## src/rtl/mem_bist.sv

```systemverilog
// Memory BIST engine: writes a data pattern to every word, reads it back and
// compares each word one cycle after its read, reporting count and first failure.
module mem_bist #(
  parameter int WORDS = 256,
  parameter int AW    = 8
) (
  input  logic          ck,
  input  logic          rst_n,
  input  logic          start,
  input  logic [1:0]    pattern,
  input  logic [31:0]   seed,
  output logic          cyc,
  output logic          we,
  output logic [3:0]    sel,
  output logic [31:0]   addr,
  output logic [31:0]   wdata,
  input  logic [31:0]   rdata,
  output logic          busy,
  output logic          done,
  output logic          pass,
  output logic [15:0]   err_count,
  output logic [AW-1:0] fail_addr,
  output logic [31:0]   fail_data
);

  typedef enum logic [2:0] {
    IDLE, WRITE, READ, DRAIN, DONE
  } state_t;

  localparam logic [AW-1:0] LAST = AW'(WORDS - 1);

  state_t        state_q, state_d;
  logic [AW-1:0] cnt_q, cnt_d;
  logic [1:0]    pat_q, pat_d;
  logic [31:0]   seed_q, seed_d;
  logic          cmp_vld_q, cmp_vld_d;
  logic [AW-1:0] cmp_addr_q, cmp_addr_d;
  logic [15:0]   err_q, err_d;
  logic [AW-1:0] fa_q, fa_d;
  logic [31:0]   fd_q, fd_d;
  logic [31:0]   exp_wr, exp_rd;

  function automatic logic [31:0] exp_fn(
    input logic [1:0]  p,
    input logic [31:0] s,
    input logic [31:0] a
  );
    logic [31:0] r;
    unique case (p)
      2'd0:    r = a;
      2'd1:    r = ~a;
      2'd2:    r = s;
      default: r = a[0] ? ~s : s;
    endcase
    return r;
  endfunction

  assign exp_wr = exp_fn(pat_q, seed_q, 32'(cnt_q));
  assign exp_rd = exp_fn(pat_q, seed_q, 32'(cmp_addr_q));

  always_comb begin
    state_d    = state_q;
    cnt_d      = cnt_q;
    pat_d      = pat_q;
    seed_d     = seed_q;
    cmp_vld_d  = 1'b0;
    cmp_addr_d = cmp_addr_q;
    err_d      = err_q;
    fa_d       = fa_q;
    fd_d       = fd_q;

    if (cmp_vld_q && (rdata != exp_rd)) begin
      if (err_q != 16'hFFFF) err_d = err_q + 16'd1;
      if (err_q == 16'd0) begin
        fa_d = cmp_addr_q;
        fd_d = rdata;
      end
    end

    unique case (state_q)
      IDLE, DONE: begin
        if (start) begin
          pat_d   = pattern;
          seed_d  = seed;
          err_d   = 16'd0;
          fa_d    = '0;
          fd_d    = 32'd0;
          cnt_d   = '0;
          state_d = WRITE;
        end
      end
      WRITE: begin
        if (cnt_q == LAST) begin
          cnt_d   = '0;
          state_d = READ;
        end else begin
          cnt_d = cnt_q + AW'(1);
        end
      end
      READ: begin
        cmp_vld_d  = 1'b1;
        cmp_addr_d = cnt_q;
        if (cnt_q == LAST) begin
          cnt_d   = '0;
          state_d = DRAIN;
        end else begin
          cnt_d = cnt_q + AW'(1);
        end
      end
      DRAIN: state_d = DONE;
      default: state_d = IDLE;
    endcase
  end

  always_ff @(posedge ck) begin
    if (!rst_n) begin
      state_q    <= IDLE;
      cnt_q      <= '0;
      pat_q      <= 2'd0;
      seed_q     <= 32'd0;
      cmp_vld_q  <= 1'b0;
      cmp_addr_q <= '0;
      err_q      <= 16'd0;
      fa_q       <= '0;
      fd_q       <= 32'd0;
    end else begin
      state_q    <= state_d;
      cnt_q      <= cnt_d;
      pat_q      <= pat_d;
      seed_q     <= seed_d;
      cmp_vld_q  <= cmp_vld_d;
      cmp_addr_q <= cmp_addr_d;
      err_q      <= err_d;
      fa_q       <= fa_d;
      fd_q       <= fd_d;
    end
  end

  assign cyc       = (state_q == WRITE) || (state_q == READ);
  assign we        = (state_q == WRITE);
  assign sel       = cyc ? 4'hF : 4'h0;
  assign addr      = cyc ? 32'(cnt_q) : 32'd0;
  assign wdata     = we ? exp_wr : 32'd0;
  assign busy      = cyc || (state_q == DRAIN);
  assign done      = (state_q == DONE);
  assign pass      = done && (err_q == 16'd0);
  assign err_count = err_q;
  assign fail_addr = fa_q;
  assign fail_data = fd_q;

endmodule

```

## config.mk

```make
export PLATFORM = sky130hd
export DESIGN_NAME = mem_bist
export DESIGN_NICKNAME = d
export VERILOG_FILES = /design/src/rtl/mem_bist.sv
export SDC_FILE = /design/constraint.sdc
export NUM_CORES = 1
export LEC_CHECK = 0
export ABC_AREA = 1
export CORE_MARGIN = 8
export CORE_UTILIZATION = 54
export CTS_CLUSTER_SIZE = 30
export DETAILED_ROUTE_END_ITERATION = 8
export GPL_TIMING_DRIVEN = 0
export PLACE_DENSITY = 0.88
export REMOVE_ABC_BUFFERS = 1
export SLEW_MARGIN = 20
export SYNTH_ARGS = -nofsm -noshare
export SYNTH_HDL_FRONTEND = slang
export SYNTH_SLANG_ARGS = --single-unit
```

## constraint.sdc

```tcl
create_clock -name ck -period 5.6 [get_ports ck]
set_clock_uncertainty 0.1 [all_clocks]
set_input_delay 1.12 -clock ck [delete_from_list [all_inputs] [get_ports ck]]
set_output_delay 1.12 -clock ck [all_outputs]
set_load 0.05 [all_outputs]
```

======== Word level (Yosys, flattened, before mapping) ========
Index checks and enable logic that the tools add are counted.
storage, ports and cells
  latch bits .............................. 0
  register bits after elaboration ......... 110
  memory bits (read-only) ................. 0
  input port bits ......................... 69
  memories kept ........................... 0
  output and inout port bits .............. 129
  bits in writable memories ............... 0
operators by class
  shift-type cells ........................ 0
  equal/unequal tests ..................... 12
  divide/modulo/power cells ............... 0
  bitwise logic cells ..................... 3
  multiply operators ...................... 0
  mux-type cells .......................... 27
  magnitude comparators ................... 0
  $add $sub $neg .......................... 2
  reductions and logical operators ........ 13
operators with widths
  kind                                                                   number
  32-bit 2-to-1 mux                                                      7
  32-bit case mux with 3 select lines                                    2
  16-bit 2-to-1 mux                                                      4
  8-bit NOT with 32-bit output                                           2
  8-bit 2-to-1 mux                                                       7
  32-bit != test                                                         1
  32-bit NOT                                                             1
  16-bit by 1-bit adder with 16-bit output, second input constant        1
  16-bit zero test                                                       1
  16-bit != test, second input constant                                  1
  8-bit case mux with 2 select lines                                     1
  3-bit case mux with 4 select lines                                     1
  3-bit 2-to-1 mux                                                       3
  8-bit by 1-bit adder with 8-bit output, second input constant          1
  8-bit equality test, second input constant                             1
  3-bit by 2-bit equality test with 1-bit output, second input constant  2
  4-bit 2-to-1 mux                                                       1
  2-bit != test, second input constant                                   2
  2-bit AND reduction                                                    2
  2-bit OR reduction                                                     2
  3-bit by 1-bit equality test with 1-bit output, second input constant  1
  3-bit equality test, second input constant                             1
  3-bit zero test                                                        1
  3-bit AND reduction                                                    1
  other kinds (8)                                                        10

======== Logic depth before layout (Yosys ltp) ========
  depth after elaboration ................. 8
  mapped depth ............................ 20
  mapped depth without buffers ............ 17

======== Worst setup path before layout ========
No wires, ideal clock.
  kind .................................... flip-flop to output port
  from .................................... register state_q[0]
  to ...................................... output port addr[0]
  cell stages (with the launch flop) ...... 7
  data arrival time ....................... 3.114 ns
  buffers on the path ..................... 0
  slack ................................... 1.266 ns
  cell sequence ........................... dfxtp_1 > inv_1 > nor3_1 > inv_2 > nand2_1 > inv_2 > nor2_1
between the ends
  cells in the longest elaborated chain, start to end .. 3
  elaborated cells on any way between the ends .. 4
RTL lines
  item                                            RTL line  text
  from (decl)                                     32        state_t state_q, state_d;
  from (signal assigned)                          127       state_q <= state_d;
  3-bit by 1-bit equality test with 1-bit output  -
  via we                                          13        output logic we,
  1-bit logical OR                                139       assign cyc = (state_q == WRITE) || (state_q == READ);
  via cyc                                         12        output logic cyc,
  8-bit 2-to-1 mux                                142       assign addr = cyc ? 32'(cnt_q) : 32'd0;
  to (decl)                                       15        output logic [31:0] addr,
The timed path passes the listed nets, and every way through them passes these cells.

======== Worst setup path after layout ========
  from .................................... register pat_q[1]
  to ...................................... output port wdata[4]
between the ends
  cells in the longest elaborated chain, start to end .. 3
  elaborated cells on any way between the ends .. 5
RTL lines
  item                                         RTL line  text
  from (decl)                                  34        logic [1:0] pat_q, pat_d;
  from (signal assigned)                       129       pat_q <= pat_d;
  2-bit equality test (tied with other cells)  49        unique case (p)
  32-bit case mux with 3 select lines (*)      49
  32-bit 2-to-1 mux (*)                        143       assign wdata = we ? exp_wr : 32'd0;
  to (decl)                                    16        output logic [31:0] wdata,
Every way passes the cells marked *; elsewhere a longest branch is shown, timed or not.

==> results.yml <==
global_routing:
  grt_pass1_wl_mm: 38.03
  grt_overflow_total: 0
  grtUsageTotal_pct: 25.67
  grt_antenna_before_repair: 0
  grt_pass1_vias: 7571
  grt_max_degree: 64
sta:
  final_hold_viol_count: 0
  max-slew-margin-rel_pct: 34.12
  tightest_slew_ns: 0.9846
  setup_tns_ns: 0
  fin_crit_ns: 5.032
  slew_viol_final: 0
  period_share_pct: 89.85
  rsz0062_at_grt: "no"
  fmax_mhz: 198.7
  finalSetupViolCount: 0
logic_synthesis:
  async_reset_ff_share_pct: 0
  synth_common_cells: "nand2_1, nor2_1, a21oi_1"
  syn_area_per_cell_sq_um: 6.106
  ys_types: 34
  synth_flop_cell: "dfxtp_1"
  yosys.area.top_type_share_pct: 29.23
  ys_seq_area_share_pct: 29.23
  yosysWarnings: 0
  synth_edf_count: 0
  synthMostInstantiatedCell: "nand2_1"
  syn-instance-count: 1234
  synth.cell_area_sq_um: 7535
  yosysTopAreaCell: "dfxtp_1"
  netlist_top_cells_area: "dfxtp_1, nand2_1, nor2_1, a21oi_1, nand3_1"
  ys_ff_latch: 110
setup_path:
  slowest_stage: "dfxtp_1"
  slowest_delay_ns: 0.89
  r2r_setup_slack_ns: 0.81
  startpoint: "pat_q[1]"
  worstPathRequired_ns: 4.38
  end_kind: "output port"
  critPathMaxFanout: 35
  path_class: "register to output port"
  critPathTopFamily: "buffers and inverters"
  cp_num_buf_inv: 2
  r2r-start: "pat_q[1]"
  crit_arrival_ns: 3.81
  cp_cell_sequence: "nand2_2, inv_2, o21ai_0, a21oi_1, nor3_1, clkdlybuf4s50_1"
  start_kind: "register"
die:
  start_util_pct: 54.71
  die_h_um: 134.1
  fp.coreArea_sq_um: 13770
  pin_count: 198
  dieArea_sq_um: 17990
  rows: 43
  die_width_um: 134.1
pwr:
  p_int_uw: 2021
  p_sw_share_pct: 50.16
  power_frac_clock_pct: 15.1
  vdd_drop_max_mv: 0.4429
  pwr-share-comb_pct: 56.9
  p_leak_uw: 0.003876
  seqPwrFrac_pct: 28.0
  switchingPower_uw: 2035
  power.total_uw: 4056
  p_per_area_nw_per_um2: 426.1
clock_network:
  cts.sinks: 110
  h-tree-depth: 3
  cts_root_buf: "clkbuf_16"
  post_cts.repair.setup_buffers: 0
  clk_path_buf_depth: 2
  cts_tree: "yes"
  clk_pin_slew_ns: 0.07
  postCtsResizedCells: 0
  cts_buffers: 9
  clk_latency_ns: 0.36
  cts_hold_buf: 0
cells_and_area:
  fill_cells: 1242
  drive_gt1_share_pct: 3.906
  diodes: 0
  area_growth_pct: 26.34
  fin_nets: 1426
detailed_routing:
  drcViolationCount: 0
  drt-pass1-iter-count: 5
  drt_iter0_drc: 733
  avgRoutedWirePerCell_um: 15.56
  vias: 8424
  drt-total-wl_mm: 23.92
  drt-vias-per-instance: 5.481
  ant_nets: 0
status:
  outcome: "finished clean"
place:
  gp_congestion: 0.9185
  numPortBuffers: 173
  dpl.hpwl_mm: 16.65
hold_path:
  hp-start: "seed_q[0]"
  hold_class: "register to register"
job:
  maxCapViolations: 0
layout make-up:
cell class / instances / area (sq um) / area share (%)
multi-input cells: 927 / 4433 / 46.57
flip-flops and latches: 110 / 2206 / 23.17
repair buffers: 183 / 1929 / 20.27
inverters: 123 / 461.7 / 4.850
clock buffers: 11 / 242.7 / 2.550
well taps: 180 / 225.2 / 2.366
clock inverters: 3 / 21.27 / 0.2234
cells by family (layout without fill, tap and decap cells):
kind of cell	after synthesis	after routing	share of synthesized area [%]
other	1	24	0.04977
buffers and inverters	220	320	13.28
AOI/OAI and AO/OA	227	227	15.28
muxes	39	39	5.181
DFF	110	110	29.23
adders and majority gates	3	3	0.4982
and+or+nand+nor	616	616	34.39
xor gates and xnor gates	18	18	2.092
per-layer routing:
layer,track usage [%],vias up,wire [um]
met5,0,-,0
met4,9.607,0,587
met3,5.236,40,2121
met2,41.44,393,10980
met1,33.05,3800,10240
li1,-,4191,-
tightest hold or removal path: cells and delay by family (launching register included):
family | cells | cell delay, ns
flip-flops | 1 | 0.30
AO/OA/AOI/OAI | 1 | 0.06
buffers and inverters | 1 | 0.06
final timing paths:
| check | end | cells past startpoint |
|---|---|---|
| worst max-delay path | wdata[4] | 6 |
| worst min register to register | seed_q[0] | 2 |
| worst max register to register | fail_data[17] | 16 |
| worst min-delay path | seed_q[0] | 2 |
through the flow:
| step | setup slack [ns] | util (%) | std cells | area, sq um | hold WS (ns) |
|---|---|---|---|---|---|
| floorplan | -0.4420 | - | 1160 | 7082 | 0.3286 |
| global placement | -1.810 | 65.63 | 1513 | 9039 | 0.3424 |
| detailed placement | 0.8787 | 67.18 | 1523 | 9253 | 0.3549 |
| CTS | 0.6118 | 69.10 | 1537 | 9517 | 0.3641 |
| global route | 0.3621 | 69.11 | 1537 | 9519 | 0.3969 |
| finish | 0.5685 | 69.11 | 1537 | 9519 | 0.3634 |
sequential cells by signal, summed over array words and instances, names as in the netlist:
name        count
cnt_q           8
state_q         3
err_count      16
pat_q           2
cmp_addr_q      8
seed_q         32
fail_data      32
fail_addr       8
cmp_vld_q       1
power by group through the flow:
stage / clock network (uW) / registers [uW] / logic, uW
after detailed placement: 0 / 1140 / 2280
final: 614 / 1130 / 2310
after global placement: 0 / 1180 / 2150
after global routing: 649 / 1160 / 2510
after floorplan: 0 / 1260 / 1450
after CTS: 618 / 1130 / 2290
placed cells by master, fill, tap and decap left out, types with 2 or more instances in the layout:
master,instances
buf_8,2
nor4_1,3
buf_16,4
nand3b_1,18
xnor2_1,9
clkinv_1,8
a21oi_1,115
conb_1,24
a211oi_1,2
nand2_2,2
clkdlybuf4s50_1,172
buf_6,2
inv_1,96
nand3_1,112
nand2_1,289
nor2_4,2
nand4_1,5
nand2_4,2
clkbuf_16,9
ha_1,3
nor2_1,163
dfxtp_2,3
inv_2,19
buf_12,2
mux2i_1,39
o21ai_0,95
dfxtp_1,107
nor3_1,18
xor2_1,9
o21ai_1,11
Note: power is estimated with default switching activity, not from simulation.
